<file path="src/rtl/memory_arbiter_if.sv">
// CPU-side request/hit signals and RAM-side strobe/ack signals of the memory arbiter.
// slave = arbiter view, master = requesters plus RAM view.
interface memory_arbiter_if;
  logic        iREN;
  logic [31:0] iaddr;
  logic [31:0] iload;
  logic        ihit;
  logic        dREN;
  logic        dWEN;
  logic [31:0] daddr;
  logic [31:0] dstore;
  logic [31:0] dload;
  logic        dhit;
  logic        ramREN;
  logic        ramWEN;
  logic [31:0] ramaddr;
  logic [31:0] ramstore;
  logic [31:0] ramload;
  logic        ram_ack;
  logic        err;

  modport slave (
    input  iREN, iaddr, dREN, dWEN, daddr, dstore, ramload, ram_ack,
    output iload, ihit, dload, dhit, ramREN, ramWEN, ramaddr, ramstore, err
  );

  modport master (
    output iREN, iaddr, dREN, dWEN, daddr, dstore, ramload, ram_ack,
    input  iload, ihit, dload, dhit, ramREN, ramWEN, ramaddr, ramstore, err
  );
endinterface

</file>
<file path="src/rtl/memory_arbiter.sv">
// Shares one RAM port between instruction fetch and LW/SW accesses: data first, fetch after STARVE_MAX data grants.
// Defining MEMARB_IFETCH_BUF_EN adds a one-entry fetch buffer that answers repeat fetches without a RAM access.
module memory_arbiter #(
  parameter int unsigned STARVE_MAX = 4,
  parameter int unsigned WAIT_MAX   = 255
) (
  input logic             CLK,
  input logic             nRST,
  memory_arbiter_if.slave bus
);
  localparam int unsigned SW = $clog2(STARVE_MAX + 1);

  typedef enum logic [2:0] {IDLE, IFETCH, DREAD, DWRITE, RECOVER} state_t;

  state_t        state_q;
  logic [SW-1:0] starve_q;
  logic [7:0]    wait_q;
  logic [31:0]   addr_q;
  logic [31:0]   store_q;

  logic strobe, acked, timeout, data_req, fetch_first, buf_hit, dwrite_grant;

  assign strobe       = (state_q == IFETCH) || (state_q == DREAD) || (state_q == DWRITE);
  assign acked        = strobe && bus.ram_ack;
  assign timeout      = strobe && !bus.ram_ack && (wait_q == 8'(WAIT_MAX));
  assign data_req     = bus.dREN || bus.dWEN;
  assign fetch_first  = bus.iREN && (starve_q == SW'(STARVE_MAX));
  assign dwrite_grant = (state_q == IDLE) && bus.dWEN && !fetch_first;

`ifdef MEMARB_IFETCH_BUF_EN
  logic        buf_vld_q;
  logic [31:0] buf_addr_q;
  logic [31:0] buf_dat_q;

  // A buffer hit counts as the fetch grant, so it still yields to pending data.
  assign buf_hit   = (state_q == IDLE) && bus.iREN && buf_vld_q && (bus.iaddr == buf_addr_q) &&
                     (!data_req || fetch_first);
  assign bus.iload = buf_hit ? buf_dat_q : bus.ramload;

  always_ff @(posedge CLK) begin
    if (!nRST) begin
      buf_vld_q  <= 1'b0;
      buf_addr_q <= '0;
      buf_dat_q  <= '0;
    end else if ((state_q == IFETCH) && acked) begin
      buf_vld_q  <= 1'b1;
      buf_addr_q <= addr_q;
      buf_dat_q  <= bus.ramload;
    end else if (dwrite_grant && (bus.daddr == buf_addr_q)) begin
      buf_vld_q <= 1'b0;
    end
  end
`else
  assign buf_hit   = 1'b0;
  assign bus.iload = bus.ramload;
`endif

  // Strobes come from state only; hits and err are masked while reset is asserted.
  assign bus.ramREN   = (state_q == IFETCH) || (state_q == DREAD);
  assign bus.ramWEN   = (state_q == DWRITE);
  assign bus.ramaddr  = addr_q;
  assign bus.ramstore = store_q;
  assign bus.dload    = bus.ramload;
  assign bus.ihit     = nRST && (((state_q == IFETCH) && acked) || buf_hit);
  assign bus.dhit     = nRST && acked && (state_q != IFETCH);
  assign bus.err      = nRST && timeout;

  always_ff @(posedge CLK) begin
    if (!nRST) begin
      state_q  <= IDLE;
      starve_q <= '0;
      wait_q   <= '0;
      addr_q   <= '0;
      store_q  <= '0;
    end else begin
      if (!bus.iREN) starve_q <= '0;
      unique case (state_q)
        IDLE: begin
          if (buf_hit) begin
            starve_q <= '0;
          end else if (data_req && !fetch_first) begin
            state_q <= bus.dWEN ? DWRITE : DREAD;
            addr_q  <= bus.daddr;
            wait_q  <= '0;
            if (bus.dWEN) store_q <= bus.dstore;
            if (bus.iREN && (starve_q < SW'(STARVE_MAX))) starve_q <= starve_q + 1'b1;
          end else if (bus.iREN) begin
            state_q  <= IFETCH;
            addr_q   <= bus.iaddr;
            wait_q   <= '0;
            starve_q <= '0;
          end
        end
        RECOVER: state_q <= IDLE;
        default: begin
          if (acked || timeout) state_q <= RECOVER;
          else                  wait_q  <= wait_q + 1'b1;
        end
      endcase
    end
  end
endmodule

</file>
<file path="src/flat_wrapper.sv">
// flat-port wrapper written by rule: the top's interface ports become plain ports
module memory_arbiter_flat 
#(
  parameter int unsigned STARVE_MAX = 4,
  parameter int unsigned WAIT_MAX   = 255
)
  (CLK, nRST, bus_iREN, bus_iaddr, bus_dREN, bus_dWEN, bus_daddr, bus_dstore, bus_ramload, bus_ram_ack, bus_iload, bus_ihit, bus_dload, bus_dhit, bus_ramREN, bus_ramWEN, bus_ramaddr, bus_ramstore, bus_err);
  memory_arbiter_if bus_i ();
  input logic CLK;
  input logic nRST;
  input wire logic [$bits(bus_i.iREN)-1:0] bus_iREN;
  input wire logic [$bits(bus_i.iaddr)-1:0] bus_iaddr;
  input wire logic [$bits(bus_i.dREN)-1:0] bus_dREN;
  input wire logic [$bits(bus_i.dWEN)-1:0] bus_dWEN;
  input wire logic [$bits(bus_i.daddr)-1:0] bus_daddr;
  input wire logic [$bits(bus_i.dstore)-1:0] bus_dstore;
  input wire logic [$bits(bus_i.ramload)-1:0] bus_ramload;
  input wire logic [$bits(bus_i.ram_ack)-1:0] bus_ram_ack;
  output wire logic [$bits(bus_i.iload)-1:0] bus_iload;
  output wire logic [$bits(bus_i.ihit)-1:0] bus_ihit;
  output wire logic [$bits(bus_i.dload)-1:0] bus_dload;
  output wire logic [$bits(bus_i.dhit)-1:0] bus_dhit;
  output wire logic [$bits(bus_i.ramREN)-1:0] bus_ramREN;
  output wire logic [$bits(bus_i.ramWEN)-1:0] bus_ramWEN;
  output wire logic [$bits(bus_i.ramaddr)-1:0] bus_ramaddr;
  output wire logic [$bits(bus_i.ramstore)-1:0] bus_ramstore;
  output wire logic [$bits(bus_i.err)-1:0] bus_err;
  assign bus_i.iREN = bus_iREN;
  assign bus_i.iaddr = bus_iaddr;
  assign bus_i.dREN = bus_dREN;
  assign bus_i.dWEN = bus_dWEN;
  assign bus_i.daddr = bus_daddr;
  assign bus_i.dstore = bus_dstore;
  assign bus_i.ramload = bus_ramload;
  assign bus_i.ram_ack = bus_ram_ack;
  assign bus_iload = bus_i.iload;
  assign bus_ihit = bus_i.ihit;
  assign bus_dload = bus_i.dload;
  assign bus_dhit = bus_i.dhit;
  assign bus_ramREN = bus_i.ramREN;
  assign bus_ramWEN = bus_i.ramWEN;
  assign bus_ramaddr = bus_i.ramaddr;
  assign bus_ramstore = bus_i.ramstore;
  assign bus_err = bus_i.err;
  memory_arbiter #(.STARVE_MAX(STARVE_MAX), .WAIT_MAX(WAIT_MAX)) u_core (.CLK(CLK), .nRST(nRST), .bus(bus_i));
endmodule
</file>
<file path="config.mk">
export PLATFORM = sky130hd
export DESIGN_NAME = memory_arbiter_flat
export DESIGN_NICKNAME = d
export VERILOG_FILES = /design/src/rtl/memory_arbiter_if.sv /design/src/rtl/memory_arbiter.sv /design/src/flat_wrapper.sv
export SDC_FILE = /design/constraint.sdc
export NUM_CORES = 1
export LEC_CHECK = 0
export ABC_CLOCK_PERIOD_IN_PS = 2700
export CORE_MARGIN = 2
export CORE_UTILIZATION = 38
export DETAILED_ROUTE_END_ITERATION = 12
export GPL_TIMING_DRIVEN = 0
export PLACE_DENSITY = 0.87
export SLEW_MARGIN = 15
export SYNTH_ARGS = -nofsm -noshare
export SYNTH_HDL_FRONTEND = slang
export SYNTH_SLANG_ARGS = --single-unit
export TNS_END_PERCENT = 20
</file>
<file path="constraint.sdc">
create_clock -name CLK -period 2.7 [get_ports CLK]
set_input_delay 0.27 -clock CLK [delete_from_list [all_inputs] [get_ports CLK]]
set_output_delay 0.27 -clock CLK [all_outputs]
set_load 0.01 [all_outputs]
</file>
==> run_results.csv, run 1 <==
group,metric,value,unit
cts,cts_max_level,3,
sta,worstMarginPinSlew,618,ps
critical_path,rr_endpoint,"u_core.bus.ramaddr[30]$_SDFFE_PN0P_",
grt,track_usage,21.3,%
cts,cts-resized-gates,0,
min_path,holdCritPathClass,"reg -> reg",
min_path,holdPathStages,2,
drt,antenna_left,0,
drt,drt_first_pass_iters,5,
logic_synthesis,syn-num-nets,615,
critical_path,startpoint_type,"input pin",
sta,fmax,427,MHz
placement,gp_congestion,0.835,
floorplanning,initial_core_util,38.7,%
logic_synthesis,synth_top_cell_by_area,"dfxtp_1",
grt,grt_pass1_wl,18000,µm
critical_path,cp-end-kind,"primary output",
cells_and_area,drive_above_1_share,12.6,%
drt,drc_errors,0,
placement,dp_slack,342,ps
floorplanning,die_x,103,µm
cts,cts_tree,"yes",
logic_synthesis,yosysWarnings,0,
sta,hold_slack,464,ps
drt,wire_per_inst,14.0,µm
cts,postCtsHoldBufs,0,
logic_synthesis,ys_ff_latch,78,
sta,min_period,2340,ps
critical_path,r2r_cells,8,
critical_path,cp_max_fo,6,
cts,clk_pin_slew,80,ps
outcome,status,"complete, no violations",
min_path,holdPathEnd,"u_core.bus.ramstore[21]$_SDFFE_PN0P_",
logic_synthesis,syn_avg_cell_area,7.81,µm²
power_and_ir_drop,p_leak,2.50,nW
cts,clkSinkCount,78,
placement,hpwl,9650,µm
sta,worst_slack,356,ps
grt,antenna_found_initial,0,
sta,final.setup_skew,10.7,ps
power_and_ir_drop,max-vdd-ir-drop,0.000328,V
critical_path,setup.worst_path.start,"nRST",
sta,finalCritPeriodShare,86.8,%
flow_run,max-cap-violations,0,
logic_synthesis,synth_area,3730,µm²
logic_synthesis,synth-edff-count,0,
power_and_ir_drop,power.density,543,nW/µm²
cells_and_area,syn_to_final_growth,71.7,%
cells_and_area,nets,860,
critical_path,r2r_start,"u_core.starve_q[0]$_SDFF_PN0_",
floorplanning,design.core.area,9640,µm²
sta,slew_headroom,58.5,%
drt,num_vias,4166,
sta,setup_viol,0,
logic_synthesis,synth.top_cell.area_share,41.9,%
drt,avgViaCountPerCell,4.84,
drt,dr.first_iter.drc_count,129,
floorplanning,dieHeight,103,µm
grt,grt_start_max_net_pins,14,
cells_and_area,diodes,0,
sta,rsz0062_at_grt,"no",
placement,portBuffers,234,
logic_synthesis,seq_area_frac_synth,41.9,%
power_and_ir_drop,power,3.48,mW
grt,overflow,0,
logic_synthesis,async_flop_share,0,%
cts,clk_path_buf_depth,2,
floorplanning,die_area,10600,µm²
critical_path,reg2reg_slack,760,ps
grt,grt_pass1_vias,3948,
min_path,hp-start,"u_core.bus.ramstore[21]$_SDFFE_PN0P_",
logic_synthesis,syn_inst,478,
logic_synthesis,synth_flop_cell,"dfxtp_1",
cts,numCtsBuffers,9,
cts,root_buffer,"clkbuf_8",
floorplanning,rows,36,
critical_path,criticalPathCategory,"in -> out",
cts,clkLatencyLatePin,340,ps
cts,post_cts_buffers,0,
logic_synthesis,yosysUniqueCellTypes,41,
sta,hold_viol,0,
critical_path,crit_required,2430,ps
critical_path,cp.arrival,2070,ps
logic_synthesis,synthTopCellsByArea,"dfxtp_1 42%, buf_4 13%, nand2_1 10%, o21ai_0 7.2%, a31oi_1 5.4%",
sta,slew_violations,0,
drt,routed_wl,12100,µm
floorplanning,io_pins,267,
sta,tns,0,ps
==> cell type report <==
class                   count  area (µm²)
flip-flops and latches     78        1560
well taps                 133         166
inverters                   3        11.3
fillers                   790        3230
plain buffers              97         634
clock inverters             5        36.3
repair buffers            234        2340
clock buffers              11         131
multi-input cells         300        1520
==> state kept, by name, summed over array words and instances, names as in the netlist <==
name / count
u_core.wait_q: 8
u_core.bus.ramstore: 32
u_core.bus.ramaddr: 32
u_core.starve_q: 3
u_core.state_q: 3
==> cell families after synthesis <==
group / share of synthesized area (%)
AOI/OAI and AO/OA: 18.3
DFF: 41.9
and+or+nand+nor: 20.8
buffers and inverters: 17.3
muxes: 0.268
xor gates and xnor gates: 0.470
adders and majority gates: 1.01
==> routing by layer <==
metal  global-route usage (%)  vias up  share of wire, %
met2                     38.5      174                51
met3                     5.83       19               7.5
met4                     6.28        0               1.7
met1                     24.4     1903                40
li1                         -     2070                 -
met5                        0        -                 0
==> metrics by stage <==
| stage | instance area, µm² | cells | utilization, % |
|---|---|---|---|
| 3_5_place_dp | 6240 | 845 | 64.7 |
| 6_report | 6410 | 861 | 66.5 |
| 5_1_grt | 6410 | 861 | 66.5 |
| 2_1_floorplan | 3730 | 478 | - |
| 4_1_cts | 6410 | 861 | 66.5 |
| 3_3_place_gp | 6240 | 845 | 64.7 |
==> worst max-delay path by stage <==
stage	to	depth (start not counted)
2_1_floorplan	u_core.starve_q[1]$_SDFF_PN0_	8
3_3_place_gp	bus_err	5
3_5_place_dp	bus_err	5
4_1_cts	bus_err	5
5_1_grt	bus_err	5
6_report	bus_err	5
==> synth_stat cells, drive strengths merged (2+ instances only) <==
| cell | instances |
|---|---|
| dfxtp | 78 |
| nand4 | 3 |
| nor2 | 9 |
| and3 | 3 |
| nand2 | 102 |
| ha | 3 |
| buf | 76 |
| o31ai | 2 |
| a31oi | 32 |
| nand3 | 37 |
| o211ai | 2 |
| nor2b | 5 |
| or3 | 4 |
| o21ai | 71 |
| inv | 3 |
| or4 | 2 |
| a21oi | 7 |
| nor3 | 3 |
| clkbuf | 21 |
==> worst max-delay path, cell delays in order <==
cell             delay, ps
clkdlybuf4s50_1        640
nor2b_1                220
nor3b_1                210
and3_1                 190
clkdlybuf4s50_1        540
==> power by group <==
part	internal, mW	switching (mW)	total [mW]
combinational	0.720	0.577	1.30
clock	0.335	0.427	0.761
sequential	1.32	0.0990	1.42
total	2.38	1.10	3.48
==> layout by cell type, fill, tap and decap left out, types with 2 or more instances in the layout <==
| cell type | n |
|---|---|
| clkbuf_1 | 23 |
| a31oi_1 | 32 |
| nand2_1 | 102 |
| a21oi_1 | 7 |
| o21ai_0 | 54 |
| nand4_1 | 3 |
| and3_1 | 3 |
| buf_6 | 3 |
| nor3_1 | 2 |
| buf_4 | 64 |
| clkbuf_8 | 9 |
| buf_2 | 6 |
| or4_1 | 2 |
| inv_1 | 3 |
| dfxtp_1 | 78 |
| ha_1 | 3 |
| buf_1 | 3 |
| o31ai_1 | 2 |
| o211ai_1 | 2 |
| nor2b_1 | 5 |
| o21ai_1 | 17 |
| nand3_1 | 37 |
| or3_1 | 3 |
| nor2_1 | 8 |
| clkinvlp_4 | 3 |
| clkdlybuf4s50_1 | 234 |
Note: power is estimated with default switching activity, not from simulation.
==> run 2, diff against run 1 <==
Settings changed: RECOVER_POWER from default to 100.
==> run_results.csv, run 2 (synthesized netlist as in run 1, its figures left out) <==
group,metric,value,unit
outcome,status,"complete, no violations",
critical_path,cp-end-kind,"primary output",
grt,grt_start_max_net_pins,14,
critical_path,path_cells,"dlygate4sd3_1, nor2b_1, nor3b_1, and3_1, clkdlybuf4s50_1",
critical_path,rr_endpoint,"u_core.bus.ramaddr[9]$_SDFFE_PN0P_",
sta,hold_slack,470,ps
grt,use_met3,5.83,%
critical_path,slowest_stage,"dlygate4sd3_1",
critical_path,r2r_start,"u_core.state_q[2]$_SDFFE_PN0P_",
sta,slew_violations,0,
drt,routed_wl,12000,µm
cells_and_area,layout_common_cells,"134 x dlygate4sd3_1, 102 x nand2_1, 100 x clkdlybuf4s50_1, 78 x dfxtp_1, 64 x buf_4",
drt,antenna_left,0,
cells_and_area,syn_to_final_growth,70.9,%
grt,use_met1,24.4,%
floorplanning,design.core.area,9640,µm²
cts,cts_max_level,3,
cts,postCtsHoldBufs,0,
floorplanning,io_pins,267,
grt,overflow,0,
drt,num_vias,4169,
cts,clkLatencyLatePin,340,ps
flow_run,max-cap-violations,0,
cells_and_area,fin_cells,861,
floorplanning,dieHeight,103,µm
drt,drt_first_pass_iters,4,
placement,placed_cells,845,
cts,clkSinkCount,78,
sta,fmax,413,MHz
cts,root_buffer,"clkbuf_8",
drt,drc_errors,0,
cells_and_area,nets,860,
sta,worstMarginPinSlew,974,ps
placement,portBuffers,234,
min_path,holdCritPathClass,"reg -> reg",
grt,track_usage,21.3,%
placement,hpwl,9650,µm
floorplanning,rows,36,
critical_path,criticalPathCategory,"in -> out",
power_and_ir_drop,power.density,528,nW/µm²
cts,clk_path_buf_depth,2,
critical_path,crit_family,"buffers and inverters",
cells_and_area,mostFrequentLayoutCell,"dlygate4sd3_1",
sta,finalCritPeriodShare,89.7,%
grt,busiest_layer,"met2",
cts,numCtsBuffers,9,
grt,antenna_found_initial,0,
critical_path,cp_max_fo,6,
drt,avgViaCountPerCell,4.84,
floorplanning,die_area,10600,µm²
sta,rsz0062_at_grt,"no",
sta,min_period,2420,ps
critical_path,reg2reg_slack,450,ps
critical_path,r2r_cells,6,
critical_path,cp.arrival,2150,ps
critical_path,setup.worst_path.start,"nRST",
grt,grt_pass1_wl,18000,µm
cells_and_area,final_area,6380,µm²
cts,cts-resized-gates,0,
sta,hold_viol,0,
critical_path,crit_path_end,"bus_err",
critical_path,crit_required,2430,ps
cells_and_area,drive_above_1_share,11.5,%
placement,gp_congestion,0.835,
cts,cts_tree,"yes",
sta,slew_headroom,34.4,%
floorplanning,die_x,103,µm
critical_path,startpoint_type,"input pin",
critical_path,cp.depth,5,
cts,clk_pin_slew,70,ps
drt,wire_per_inst,13.9,µm
sta,final.setup_skew,10.1,ps
power_and_ir_drop,p_leak,2.67,nW
grt,grt_pass1_vias,3948,
cells_and_area,diodes,0,
cts,post_cts_buffers,0,
floorplanning,initial_core_util,38.7,%
cells_and_area,fin_util,66.1,%
power_and_ir_drop,max-vdd-ir-drop,0.000323,V
critical_path,crit_buf_inv,2,
critical_path,critPathMaxStageDelay,720,ps
sta,tns,0,ps
placement,place_area,6240,µm²
grt,grt_use_met2,38.5,%
sta,setup_viol,0,
drt,dr.first_iter.drc_count,140,
run 2: changes by cell type in the layout (fill, tap and decap cells not counted), sizes merged:
| cell | previous run | this run |
|---|---|---|
| buf | 76 | 70 |
| clkbuf | 32 | 38 |
| clkdlybuf4s50 | 234 | 100 |
| dlygate4sd3 | 0 | 134 |
run 2: metrics by stage:
stage,total power [mW],setup slack (ps)
floorplan,2.02,1140
global placement,2.71,351
detailed placement,2.75,342
CTS,3.51,342
global route,3.56,111
finish,3.36,278
run 2: layout make-up:
type / instances / area, µm²
multi-input combinational: 300 / 1510
tap: 133 / 166
timing repair buffer: 234 / 2340
clock inverter: 5 / 36.3
inverter: 3 / 11.3
fill: 796 / 3260
clock buffer: 11 / 131
sequential: 78 / 1560
buffer: 97 / 616
run 2: report_power, final:
part           total [mW]  switching (mW)  internal (mW)
clock network       0.763           0.428          0.335
logic                1.19           0.571          0.618
registers            1.41          0.0883           1.32
total                3.36            1.09           2.28
run 2: worst min-delay path by stage:
stage                                         start                                    to  slack, ps  cells past startpoint
2_1_floorplan                        bus_dstore[15]  u_core.bus.ramstore[15]$_SDFFE_PN0P_        400                      2
3_3_place_gp   u_core.bus.ramstore[20]$_SDFFE_PN0P_  u_core.bus.ramstore[20]$_SDFFE_PN0P_        450                      2
3_5_place_dp   u_core.bus.ramstore[21]$_SDFFE_PN0P_  u_core.bus.ramstore[21]$_SDFFE_PN0P_        460                      2
4_1_cts                               bus_dstore[9]   u_core.bus.ramstore[9]$_SDFFE_PN0P_        470                      3
5_1_grt                               bus_dstore[9]   u_core.bus.ramstore[9]$_SDFFE_PN0P_        470                      3
6_report       u_core.bus.ramstore[24]$_SDFFE_PN0P_  u_core.bus.ramstore[24]$_SDFFE_PN0P_        470                      2
run 2: worst reg2reg max path: stages, from the launching register on:
cell and delay, ps:
dfxtp_1 300, clkbuf_1 190, or3_1 490, nor2_1 190, clkbuf_1 390, clkbuf_1 420
a31oi_1 150
run 2: routing by layer:
layer  vias to the layer above  part of all wire (%)
met4                         0                   1.6
met5                         -                     0
met1                      1914                    39
li1                       2072                     -
met3                        15                   7.6
met2                       168                    52
